<file path="config.mk">
export PLATFORM = sky130hd
export DESIGN_NAME = legv8_bus_arbiter
export DESIGN_NICKNAME = d
export VERILOG_FILES = /design/src/rtl/legv8_bus_arbiter.sv
export SDC_FILE = /design/constraint.sdc
export NUM_CORES = 1
export LEC_CHECK = 0
export CAP_MARGIN = 20
export CORE_ASPECT_RATIO = 1.4
export CORE_MARGIN = 2
export CORE_UTILIZATION = 45
export CTS_CLUSTER_SIZE = 20
export DETAILED_ROUTE_END_ITERATION = 10
export PLACE_DENSITY = 0.76
export REMOVE_ABC_BUFFERS = 1
export SETUP_SLACK_MARGIN = 0.5
export SYNTH_ARGS = -nofsm -noshare
export SYNTH_HDL_FRONTEND = slang
export SYNTH_SLANG_ARGS = --single-unit
</file>
<file path="constraint.sdc">
create_clock -name clock_i -period 2.6 [get_ports clock_i]
set_input_delay 0.78 -clock clock_i [delete_from_list [all_inputs] [get_ports clock_i]]
set_output_delay 0.78 -clock clock_i [all_outputs]
set_load 0.005 [all_outputs]
</file>
<file path="src/rtl/legv8_bus_arbiter.sv">
// Round-robin arbiter for the shared tri-state LEGv8 system bus.
// Registered one-hot grants, enforced idle turnaround between owners and a hold limit under contention.
module legv8_bus_arbiter #(
    parameter int NUM_MASTERS = 4,
    parameter int TURNAROUND  = 1,
    parameter int MAX_HOLD    = 16,
    localparam int OWNER_W    = (NUM_MASTERS > 1) ? $clog2(NUM_MASTERS) : 1
) (
    input  logic                   clock_i,
    input  logic                   reset_i,
    input  logic [NUM_MASTERS-1:0] req_i,
    output logic [NUM_MASTERS-1:0] grant_o,
    output logic [OWNER_W-1:0]     owner_id_o,
    output logic                   bus_busy_o,
    output logic                   preempt_o
);

    localparam logic [1:0] S_IDLE  = 2'd0;
    localparam logic [1:0] S_GRANT = 2'd1;
    localparam logic [1:0] S_TURN  = 2'd2;

    localparam logic [7:0]         HOLD_LAST = 8'(MAX_HOLD - 1);
    localparam logic [3:0]         TURN_INIT = 4'(TURNAROUND - 1);
    localparam logic [OWNER_W-1:0] LAST_IDX  = OWNER_W'(NUM_MASTERS - 1);

    logic [1:0]             state_q, state_d;
    logic [OWNER_W-1:0]     owner_q, owner_d;
    logic [OWNER_W-1:0]     ptr_q, ptr_d;
    logic [7:0]             hold_q, hold_d;
    logic [3:0]             turn_q, turn_d;
    logic                   preempt_q, preempt_d;
    logic [NUM_MASTERS-1:0] grant_q, grant_d;

    logic [OWNER_W-1:0]     cand_idx [NUM_MASTERS];
    logic [NUM_MASTERS-1:0] cand_hit;
    logic [OWNER_W-1:0]     pick_idx;
    logic [OWNER_W-1:0]     owner_next;
    logic                   any_req;
    logic                   owner_released;
    logic                   others_req;
    logic                   hold_expired;

    // Candidate gi is the master gi places after the priority pointer.
    generate
        for (genvar gi = 0; gi < NUM_MASTERS; gi++) begin : g_rot
            logic [OWNER_W:0] sum;
            assign sum           = {1'b0, ptr_q} + (OWNER_W+1)'(gi);
            assign cand_idx[gi]  = (sum >= (OWNER_W+1)'(NUM_MASTERS))
                                   ? OWNER_W'(sum - (OWNER_W+1)'(NUM_MASTERS))
                                   : OWNER_W'(sum);
            assign cand_hit[gi]  = req_i[cand_idx[gi]];
        end
    endgenerate

    always_comb begin
        pick_idx = ptr_q;
        for (int k = NUM_MASTERS - 1; k >= 0; k--) begin
            if (cand_hit[k]) begin
                pick_idx = cand_idx[k];
            end
        end
    end

    // grant_q is onehot(owner) while in GRANT, so it doubles as the owner mask.
    assign any_req        = |req_i;
    assign owner_released = ~|(req_i & grant_q);
    assign others_req     = |(req_i & ~grant_q);
    assign hold_expired   = (hold_q == HOLD_LAST) && others_req && !owner_released;
    assign owner_next     = (owner_q == LAST_IDX) ? '0 : owner_q + 1'b1;

    always_comb begin
        state_d   = state_q;
        owner_d   = owner_q;
        ptr_d     = ptr_q;
        hold_d    = hold_q;
        turn_d    = turn_q;
        preempt_d = 1'b0;
        case (state_q)
            S_IDLE: begin
                if (any_req) begin
                    owner_d = pick_idx;
                    hold_d  = '0;
                    state_d = S_GRANT;
                end
            end
            S_GRANT: begin
                if (owner_released || hold_expired) begin
                    state_d   = S_TURN;
                    turn_d    = TURN_INIT;
                    ptr_d     = owner_next;
                    preempt_d = hold_expired;
                end else if (hold_q != HOLD_LAST) begin
                    hold_d = hold_q + 8'd1;
                end
            end
            S_TURN: begin
                if (turn_q != '0) begin
                    turn_d = turn_q - 4'd1;
                end else if (any_req) begin
                    owner_d = pick_idx;
                    hold_d  = '0;
                    state_d = S_GRANT;
                end else begin
                    state_d = S_IDLE;
                end
            end
            default: state_d = S_IDLE;
        endcase
    end

    generate
        for (genvar gi = 0; gi < NUM_MASTERS; gi++) begin : g_grant
            assign grant_d[gi] = (state_d == S_GRANT) && (owner_d == OWNER_W'(gi));
        end
    endgenerate

    always_ff @(posedge clock_i) begin
        if (reset_i) begin
            state_q   <= S_IDLE;
            owner_q   <= '0;
            ptr_q     <= '0;
            hold_q    <= '0;
            turn_q    <= '0;
            preempt_q <= 1'b0;
            grant_q   <= '0;
        end else begin
            state_q   <= state_d;
            owner_q   <= owner_d;
            ptr_q     <= ptr_d;
            hold_q    <= hold_d;
            turn_q    <= turn_d;
            preempt_q <= preempt_d;
            grant_q   <= grant_d;
        end
    end

    assign grant_o    = grant_q;
    assign owner_id_o = owner_q;
    assign bus_busy_o = (state_q != S_IDLE);
    assign preempt_o  = preempt_q;

endmodule

</file>
==> results.md <==
- The run finished with clean final reports.
- The met1 track utilization from global routing is 0.208.
- Clock tree synthesis found a total of 23 sinks.
- The detailed router finished its first iteration with 24 violations.
- The netlist uses 58 different library cells.
- For met2 alone, demand over resource in global routing was 0.379.
- The first global-routing pass estimated approximately 5.8 mm of wire.
- The clock period minus final worst setup slack is 2010 ps.
- The top-level port count is 14.
- The slew at the pin with the worst max-slew slack is ~400 ps.
- The overflow left after global routing is 0.
- The area of the mapped netlist is 1520 µm².
- The number of buffers created by CTS is 3.
- The number of flops mapped to enable cells by yosys is 0.
- The relative slew slack is 0.725.
- Setup repair after global routing could not meet its margin everywhere.
- The via density per instance is just under 6.
- The signal on the critical path passes through clkdlybuf4s15_2 -> nor4_4 -> buf_4 -> o21bai_1 -> a211oi_2 -> o211a_1 -> and3_1.
- The Yosys step of the flow raised 0 warnings.
- The number of vias in the routed layout is 1426.
- The number of global-route vias before repair came to around 1400.
- The core region area is 3320 µm².
- The share of layout cells above drive strength 1 is 0.265.
- The origin of the worst min-delay path is turn_q[0].
- The final worst-path cycle share is 0.775.
- Entering global routing, the biggest net connects 17 pins.
- The clock-pin slew on the worst setup and hold paths is around 90 ps.
- The die is between 70 and 80 µm tall.
- STA classifies the critical path startpoint as an input pin.
- Detailed placement ended at an HPWL of between 2 and 2.5 mm.
- The total number of placement rows is 25.
- The signal arrival time at the worst endpoint is between 2000 and 2500 ps.
- The library cell used most frequently in the layout, excluding fill and tap cells, is sky130_fd_sc_hd__dfxtp_1.
- After filler insertion, the fill cell instance count of the layout stands at between 300 and 400.
- The reported leakage power is approximately 0.67 nW.
- The delay of the slowest cell on the worst path is between 400 and 500 ps.
- The worst setup path startpoint is req_i[2].
- The maximum vdd drop is approximately 0.32 mV.
- The total track usage is 0.198.
- The tool flagged a number of max-cap violations equal to 0.
- The required time reported for the critical path endpoint is 2770 ps.
- The number of max-slew violations in the final report is 0.
- A synthesized cell averages 8.70 µm².
- The worst-path maximum fanout is 6.
- The worst path meets setup with ~590 ps of slack.
- 0 antenna diodes ended up in the layout.
- The number of antenna violations at the first check in global routing is 0.
- Setup violations remaining at the end of the flow were counted as 0.
- The cell class contributing the biggest share of worst-path delay is simple AND/OR/NAND/NOR gates.
- The top cell types in the final layout, fill and taps aside, are sky130_fd_sc_hd__dfxtp_1, sky130_fd_sc_hd__a21oi_1, sky130_fd_sc_hd__buf_4, sky130_fd_sc_hd__nand2_1, sky130_fd_sc_hd__nor2_1.
- The power per cell area is between 700 and 800 nW/µm².
- The TritonCTS clock tree is yes.
- For this design, the CTS-stage hold fixing added 0 buffers.
- The cell count of the worst hold path is 2.
- The per-cell routed wire length is between 10 and 15 µm.
- The buffer cell driving the clock tree root is sky130_fd_sc_hd__clkbuf_8.
- Final hold analysis gives a worst-case slack of ~490 ps.
- The startpoint identified for the worst register-to-register timing path is state_q[0].
- The area occupied by multi-input gates is ~1100 µm².
- The number of levels the H-tree was split into is 1.
- The final weighted congestion in routability-driven placement is roughly 0.78.
- By startpoint and endpoint, the worst setup path is classified as in2reg.
- Counting flops and latches in the post-synthesis netlist gives 23.
- The initial utilization of the core area, before any placement, comes to 0.459.
- The die boundary width is around 53 µm.
- In the final layout, flip-flops and latches occupy around 460 µm².
- The achievable clock frequency is 496 MHz.
- Once layout is done, the placed cells without fillers occupy between 1500 and 2000 µm².
- In this run the worst hold path is classified as reg2reg.
- The clock skew is between 8 and 9 ps.
- The number of failing hold endpoints at the final stage is 0.
- The first detailed-routing pass ran for 4 iterations.
- The layout-stage area growth over the synthesis result is 25.3%.
- The number of nets at the end of the flow is between 200 and 250.
- The slowest stage of the critical path is the sky130_fd_sc_hd__nor4_4 cell.
- The number of cells on the worst reg-to-reg path is 7.
- Summing all placed instances gives a cell area of between 1500 and 2000 µm².
- The critical path depth in cells is 7.
- The number of buffers and inverters on the critical path is 2.
- The post-layout utilization of the core is 0.575.
- Synthesis produced ~180 cells.
- The portion of the post-synthesis area used by sequential elements is 0.302.
- The clock latency on the worst-skew pair is ~270 ps.
- The met3 usage is 0.0246.
- The most used flip-flop cell after synthesis is sky130_fd_sc_hd__dfxtp_1.
- The design draws approximately 1.4 mW.
- The post-place setup slack is -11.6 ps.
- After global routing, the most crowded layer is met2.
- After detailed routing, the number of remaining DRC violations is 0.
- Counting along the longest clock path gives a buffer depth of 2.
- The wire length after detailed routing is 3.51 mm.
- The number of routed nets with antenna violations is 0.
- Buffers placed on the I/O ports in this run total 13.
- The type of element capturing the critical path is a flop.
- The die covers roughly 3900 µm².
- Counting flops with an async set or reset pin after synthesis yields a share of 0.
per-layer routing:
layer | vias to the layer above | wire length [µm]
met5 | - | 0
met4 | 0 | 59
met3 | 5 | 112
met2 | 31 | 1900
met1 | 681 | 1440
li1 | 709 | -
worst reg2reg max path, stage by stage, from the launching register on:
cell and delay (ps):
sky130_fd_sc_hd__dfxtp_2 360, sky130_fd_sc_hd__inv_2 100, sky130_fd_sc_hd__ha_2 310, sky130_fd_sc_hd__and4bb_2 330
sky130_fd_sc_hd__o21bai_1 110, sky130_fd_sc_hd__a211oi_2 330, sky130_fd_sc_hd__o211ai_2 190, sky130_fd_sc_hd__nor3b_2 200
area by class of cell:
cell class	count	area share
clock buffers	4	0.0236
inverters	11	0.0216
multi-input cells	136	0.569
flip-flops and latches	23	0.243
well taps	40	0.0262
repair buffers	26	0.117
metrics by stage:
| step | cells | TNS, ps |
|---|---|---|
| after global placement | 233 | 0 |
| after floorplan | 170 | 0 |
| after global routing | 240 | 0 |
| after detailed placement | 233 | -26.1 |
| after CTS | 238 | 0 |
| final | 240 | 0 |
synth_stat cells (3+ instances only):
| library cell | instances | share of area |
|---|---|---|
| sky130_fd_sc_hd__nor3_1 | 4 | 0.013 |
| sky130_fd_sc_hd__or3_1 | 5 | 0.021 |
| sky130_fd_sc_hd__nand4_1 | 3 | 0.012 |
| sky130_fd_sc_hd__a211oi_1 | 5 | 0.025 |
| sky130_fd_sc_hd__o31ai_1 | 4 | 0.020 |
| sky130_fd_sc_hd__a21oi_1 | 15 | 0.049 |
| sky130_fd_sc_hd__nor2_1 | 12 | 0.030 |
| sky130_fd_sc_hd__nand2b_1 | 6 | 0.025 |
| sky130_fd_sc_hd__nand2_1 | 12 | 0.030 |
| sky130_fd_sc_hd__mux2i_1 | 7 | 0.046 |
| sky130_fd_sc_hd__dfxtp_1 | 23 | 0.30 |
| sky130_fd_sc_hd__nand3_1 | 6 | 0.020 |
| sky130_fd_sc_hd__a22oi_1 | 3 | 0.015 |
| sky130_fd_sc_hd__inv_1 | 11 | 0.027 |
| sky130_fd_sc_hd__ha_1 | 8 | 0.066 |
where the power goes:
group          switching [mW]  internal [mW]  total [mW]
combinational           0.406          0.346       0.752
sequential             0.0508          0.401       0.452
clock                   0.116          0.110       0.225
total                   0.573          0.856        1.43
what timing repair did:
item,4_1_cts,5_1_grt
pin swaps,2,3
setup buffers,1,2
gates resized for setup,22,11
setup endpoints to repair,22,12
registers in the layout (all words and copies together), names as in the netlist:
register    cells
grant_o         4
owner_id_o      2
ptr_q           2
preempt_o       1
hold_q          8
state_q         2
turn_q          4
worst paths after layout:
kind                endpoint  slack, ps
setup / recovery  grant_o[0]        590
setup reg to reg  grant_o[2]        600
hold reg to reg    turn_q[0]        490
hold / removal     turn_q[0]        490
logic make-up (layout without fill, tap and decap cells):
group,Yosys count,after routing,share of synthesized area
and+or+nand+nor,71,71,0.289
AOI/OAI and AO/OA,50,50,0.249
DFF,23,23,0.302
buffers and inverters,16,41,0.0477
adders and majority gates,8,8,0.0657
muxes,7,7,0.0460
(Power assumes the default switching activity.)
